## config.mk

```make
export PLATFORM = sky130hd
export DESIGN_NAME = pfb_out_buf_flat
export DESIGN_NICKNAME = d
export VERILOG_FILES = /design/src/rtl/pfb_out_buf_if.sv /design/src/rtl/pfb_out_buf.sv /design/src/flat_wrapper.sv
export SDC_FILE = /design/constraint.sdc
export NUM_CORES = 1
export LEC_CHECK = 0
export CAP_MARGIN = 40
export CORE_MARGIN = 8
export CORE_UTILIZATION = 30
export DETAILED_ROUTE_END_ITERATION = 6
export PLACE_DENSITY = 0.42
export SLEW_MARGIN = 25
export SYNTH_ARGS = -nofsm -noshare
export SYNTH_HDL_FRONTEND = slang
export SYNTH_SLANG_ARGS = --single-unit
```

## constraint.sdc

```tcl
create_clock -name clk -period 3.9 [get_ports clk]
set_input_delay 0.78 -clock clk [delete_from_list [all_inputs] [get_ports clk]]
set_output_delay 0.78 -clock clk [all_outputs]
set_load 0.01 [all_outputs]
```

## src/rtl/pfb_out_buf_if.sv

```systemverilog
// AXI-Stream output bundle for the polyphase filter bank output buffer.
interface pfb_out_buf_if #(
    parameter int CHAN_W = 6
) ();
    logic [31:0]       tdata;
    logic [CHAN_W-1:0] tuser;
    logic              tlast;
    logic              tvalid;
    logic              tready;

    modport master (
        output tdata,
        output tuser,
        output tlast,
        output tvalid,
        input  tready
    );

    modport slave (
        input  tdata,
        input  tuser,
        input  tlast,
        input  tvalid,
        output tready
    );
endinterface

```

## src/rtl/pfb_out_buf.sv

```systemverilog
// Output buffer for the PFB: realigns valid/channel with the rounded I/Q
// samples, then queues {chan, I, Q} in a first-word-fall-through FIFO.
module pfb_out_buf #(
    parameter int DEPTH   = 16,
    parameter int CHAN_W  = 6,
    parameter int RND_LAT = 1
) (
    input  logic              clk,
    input  logic              rst_n,
    input  logic              ce,
    input  logic              valid_in,
    input  logic [CHAN_W-1:0] chan_in,
    input  logic [15:0]       i_in,
    input  logic [15:0]       q_in,
    input  logic [CHAN_W-1:0] fft_size_m1,
    input  logic              clr_overflow,
    pfb_out_buf_if.master     m_axis,
    output logic              almost_full,
    output logic              overflow
);
    localparam int AW      = $clog2(DEPTH);
    localparam int CW      = AW + 1;
    localparam int ENTRY_W = CHAN_W + 32;

    localparam logic [CW-1:0] FULL_CNT = CW'(DEPTH);
    // Leave room for the samples still inside the rounding pipeline.
    localparam logic [CW-1:0] AF_CNT   = CW'(DEPTH - RND_LAT - 1);

    logic [RND_LAT-1:0] dly_valid_q;
    logic [CHAN_W-1:0]  dly_chan_q [RND_LAT];

    logic [ENTRY_W-1:0] mem [DEPTH];
    logic [AW-1:0]      wptr_q, rptr_q;
    logic [CW-1:0]      count_q, count_d;
    logic               overflow_d;

    logic               push_req, push, pop, full, drop;
    logic [ENTRY_W-1:0] head;

    // ce-gated delay line tracking the rounding stages.
    always_ff @(posedge clk or negedge rst_n) begin
        if (!rst_n) begin
            dly_valid_q <= '0;
            for (int i = 0; i < RND_LAT; i++) begin
                dly_chan_q[i] <= '0;
            end
        end else if (ce) begin
            dly_valid_q[0] <= valid_in;
            dly_chan_q[0]  <= chan_in;
            for (int i = 1; i < RND_LAT; i++) begin
                dly_valid_q[i] <= dly_valid_q[i-1];
                dly_chan_q[i]  <= dly_chan_q[i-1];
            end
        end
    end

    assign push_req = ce & dly_valid_q[RND_LAT-1];
    assign full     = (count_q == FULL_CNT);
    assign pop      = m_axis.tvalid & m_axis.tready;
    // A pop on the same edge frees the slot, so a full FIFO still accepts.
    assign push     = push_req & (~full | pop);
    assign drop     = push_req & full & ~pop;

    // Next count and sticky overflow; a drop wins over a clear.
    always_comb begin
        count_d    = count_q;
        overflow_d = overflow;
        if (push && !pop) begin
            count_d = count_q + CW'(1);
        end else if (pop && !push) begin
            count_d = count_q - CW'(1);
        end
        if (drop) begin
            overflow_d = 1'b1;
        end else if (clr_overflow) begin
            overflow_d = 1'b0;
        end
    end

    // Pointer, count and flag registers.
    always_ff @(posedge clk or negedge rst_n) begin
        if (!rst_n) begin
            wptr_q   <= '0;
            rptr_q   <= '0;
            count_q  <= '0;
            overflow <= 1'b0;
        end else begin
            if (push) begin
                wptr_q <= wptr_q + AW'(1);
            end
            if (pop) begin
                rptr_q <= rptr_q + AW'(1);
            end
            count_q  <= count_d;
            overflow <= overflow_d;
        end
    end

    // Storage is not reset; contents are only observed while tvalid=1.
    always_ff @(posedge clk) begin
        if (push) begin
            mem[wptr_q] <= {dly_chan_q[RND_LAT-1], i_in, q_in};
        end
    end

    assign head          = mem[rptr_q];
    assign m_axis.tvalid = (count_q != '0);
    assign m_axis.tdata  = head[31:0];
    assign m_axis.tuser  = head[ENTRY_W-1:32];
    assign m_axis.tlast  = (m_axis.tuser == fft_size_m1);
    assign almost_full   = (count_q >= AF_CNT);
endmodule

```

## src/flat_wrapper.sv

```systemverilog
// flat-port wrapper written by rule: the top's interface ports become plain ports
module pfb_out_buf_flat 
#(
    parameter int DEPTH   = 16,
    parameter int CHAN_W  = 6,
    parameter int RND_LAT = 1
)
  (clk, rst_n, ce, valid_in, chan_in, i_in, q_in, fft_size_m1, clr_overflow, almost_full, overflow, m_axis_tdata, m_axis_tuser, m_axis_tlast, m_axis_tvalid, m_axis_tready);
  pfb_out_buf_if #(.CHAN_W(CHAN_W)) m_axis_i ();
  input  logic clk;
  input  logic rst_n;
  input  logic ce;
  input  logic valid_in;
  input  logic [CHAN_W-1:0] chan_in;
  input  logic [15:0] i_in;
  input  logic [15:0] q_in;
  input  logic [CHAN_W-1:0] fft_size_m1;
  input  logic clr_overflow;
  output logic almost_full;
  output logic overflow;
  output wire logic [$bits(m_axis_i.tdata)-1:0] m_axis_tdata;
  output wire logic [$bits(m_axis_i.tuser)-1:0] m_axis_tuser;
  output wire logic [$bits(m_axis_i.tlast)-1:0] m_axis_tlast;
  output wire logic [$bits(m_axis_i.tvalid)-1:0] m_axis_tvalid;
  input wire logic [$bits(m_axis_i.tready)-1:0] m_axis_tready;
  assign m_axis_tdata = m_axis_i.tdata;
  assign m_axis_tuser = m_axis_i.tuser;
  assign m_axis_tlast = m_axis_i.tlast;
  assign m_axis_tvalid = m_axis_i.tvalid;
  assign m_axis_i.tready = m_axis_tready;
  pfb_out_buf #(.DEPTH(DEPTH), .CHAN_W(CHAN_W), .RND_LAT(RND_LAT)) u_core (.clk(clk), .rst_n(rst_n), .ce(ce), .valid_in(valid_in), .chan_in(chan_in), .i_in(i_in), .q_in(q_in), .fft_size_m1(fft_size_m1), .clr_overflow(clr_overflow), .m_axis(m_axis_i), .almost_full(almost_full), .overflow(overflow));
endmodule
```

==> results.yml <==
run_status:
  status: "complete, no violations"
clock_network:
  cts_inserted_buffers: 71
  htree_levels: 3
  clk_latency_ns: 0.59
  cts_buffer_depth: 3
  clkTransAtPathRegs_ns: 0.06
  clock_sinks: 629
  clockRootBuffer: "clkbuf_16"
  cts_tree: "yes"
layout:
  seqCellArea_mm2: 0.0188
  final_util_pct: 36.8
  n_fill_cell: 7239
  final_nets: 1266
  multi_input_area_mm2: 0.00526
  area_growth_pct: 21.7
  drive_gt1_share_pct: 30.3
yosys:
  ys_seq_elements: 629
  syn_area_per_cell_um2: 24.1
  synth_warnings: 0
  synthArstFlopShare_pct: 3.34
  synth_top_area_share_pct: 74.9
  synth_xor_area_share_pct: 0.539
  synth.distinct_cells: 51
  synth_area_leader_cell: "edfxtp_1"
  syn_nets: 1074
  synth-edff-count: 608
  synthTopCellsByCount: "608 x edfxtp_1, 167 x mux4_2, 22 x clkbuf_1"
  ys_seq_area_share_pct: 77.0
  synth_area_mm2: 0.0244
  synthCells: 1013
  synth-compound-area-share_pct: 0.708
  synthMuxAreaShare_pct: 17.9
  yosysMostFrequentCell: "edfxtp_1"
  yosys.area_share.simple_pct: 1.69
  synthAdderAreaFrac_pct: 0.595
  synth_top_family_by_area: "multiplexers"
  ys.flop_type: "edfxtp_1"
  netlist_top_cells_area: "edfxtp_1 75%, mux4_2 15%, dfrtp_1 2.2%"
drt:
  wl_um: 59600
  first_pass_iters: 5
  wl_per_cell_um: 25.7
  drt-vias-per-instance: 4.75
  vias: 11011
  remaining_drc_errors: 0
  ant_nets: 0
  drtIter0Drc: 636
place:
  dp_hpwl_um: 32200
  routabilityCongestion: 0.665
  portBuffers: 91
die:
  dieArea_mm2: 0.0907
  initial_core_util_pct: 30.3
  coreArea_mm2: 0.0805
  rows: 104
  die_h_um: 301
  die_w_um: 301
  io_pins: 92
sta:
  period_needed_ns: 3.81
  setup_viol: 0
  fmax_mhz: 262
  relSlewSlack_pct: 58.7
  slew_viol_final: 0
  grt_setup_unrepaired: "true"
  fin_skew_ns: 0.0223
  worst_pin_slew_ns: 0.619
  hold_violations: 0
  post-route-period-util_pct: 97.8
critical_path:
  crit_type: "flop to primary output"
  cp-start-kind: "flop"
  worstPathMaxFanout: 16
  crit_path_end_kind: "primary output"
  r2r_cells: 12
  critPathArrivalTime_ns: 3.03
  cp.required_ns: 3.12
power_and_ir_drop:
  p_per_area_mw_per_mm2: 703
  p_total_w: 0.0208
  ir_worst_vdd_uv: 313
  p_leak_nw: 9.46
global_route:
  track_usage_pct: 13.2
  antenna_found_initial: 3
  grt_pass1_wl_um: 87100
  grt-ovfl-total: 0
  grt_max_degree: 60
  grt_pass1_vias: 12051
flow_run:
  cap_violations: 0
hold_path:
  holdCritPathClass: "input port to async pin"
power by group:
group / switching, W / leakage, nW / internal (W)
logic: 0.00292 / 2.68 / 0.00346
clock network: 0.00258 / 1.06 / 0.00370
registers: 0.000326 / 5.72 / 0.00785
total: 0.00583 / 9.46 / 0.0150
flip-flops by register name, summed over array words and instances, names as in the netlist:
signal,flops
u_core.dly_chan_q,6
u_core.count_q,5
u_core.dly_valid_q,1
u_core.rptr_q,4
u_core.mem,608
u_core.overflow,1
u_core.wptr_q,4
stage by stage:
step           hold WS (ns)  cells  area, um2  worst slack (ns)  setup TNS (ns)
6_report              0.447   2318      29700            0.0863               0
5_1_grt               0.432   2316      29700           -0.0215         -0.0468
4_1_cts               0.412   2310      29600           -0.0743         -0.0743
3_5_place_dp          0.496   2168      27100             0.274               0
3_3_place_gp          0.490   2167      27000             0.299               0
2_1_floorplan         0.469   1013      24400             0.837               0
worst paths after layout:
path / start / end / slack, ns
setup / recovery: u_core.rptr_q[0] / m_axis_tdata[27] / 0.09
setup reg to reg: u_core.count_q[1] / u_core.count_q[4] / 0.79
min in group clk: u_core.dly_valid_q / u_core.dly_valid_q / 0.51
hold / removal: rst_n / u_core.dly_chan_q[0] / 0.45
hold reg to reg: u_core.dly_valid_q / u_core.dly_valid_q / 0.51
max in group asynchronous: rst_n / u_core.rptr_q[2] / 2.84
routing by layer:
layer,global-route usage [%],vias up,wire (um),share of wire (%)
met1,17.8,6028,26900,45
met2,21.9,197,29400,49
met4,3.44,0,940,1.6
li1,-,4730,-,-
met5,0,-,0,0
met3,2.41,56,2370,4.0
kinds of logic after synthesis:
| family | count (synthesis) |
|---|---|
| AOI/OAI and AO/OA | 26 |
| xor gates and xnor gates | 15 |
| adders and majority gates | 11 |
| buffers and inverters | 58 |
| DFF | 629 |
| muxes | 206 |
| and+or+nand+nor | 68 |
worst max-delay path, cell delays in order (launching register included):
cell and delay, ns:
dfrtp_4 0.47, buf_6 0.18, buf_16 0.20, mux4_2 0.54, mux4_2 0.53, clkdlybuf4s50_1 0.51
cells in the final DEF, fill, tap and decap left out, types with 4 or more instances in the layout:
cell type        Yosys  layout
a21oi_1              9       8
and2_2               0      16
buf_12               5      27
buf_16               0       7
buf_4                2      38
clkbuf_1            22      18
clkbuf_16            0      74
clkdlybuf4s50_1      0      73
clkinv_1             0      13
clkinv_2             0       7
dfrtp_1             21      17
dfrtp_4              0       4
dlygate4sd2_1        0      11
dlymetal6s2s_1       0       5
edfxtp_1           608     608
ha_1                10      10
inv_1                8       8
mux2_2              13      13
mux2i_1             14      14
mux4_1              11      11
mux4_2             167     167
nand2_1             13      13
nand3_1              4       4
nor2b_1              5       5
xnor2_1              9       9
xor2_1               6       6
final cells by class:
cell class | count | share of cell area (%)
tap | 1060 | 4.47
sequential | 629 | 63.4
clock inverter | 30 | 0.806
clock buffer | 94 | 6.56
antenna | 2 | 0.0169
inverter | 8 | 0.101
multi-input combinational | 326 | 17.7
timing repair buffer | 169 | 6.94
repair_timing:
item	CTS	global route
cloned	6	0
endpoints found under the setup margin	34	8
pin swaps	0	1
hold buffers	0	0
gates resized for setup	29	9
endpoints found under the hold margin	0	0
buffers inserted	12	7
Power figures use the tool's default switching activity.
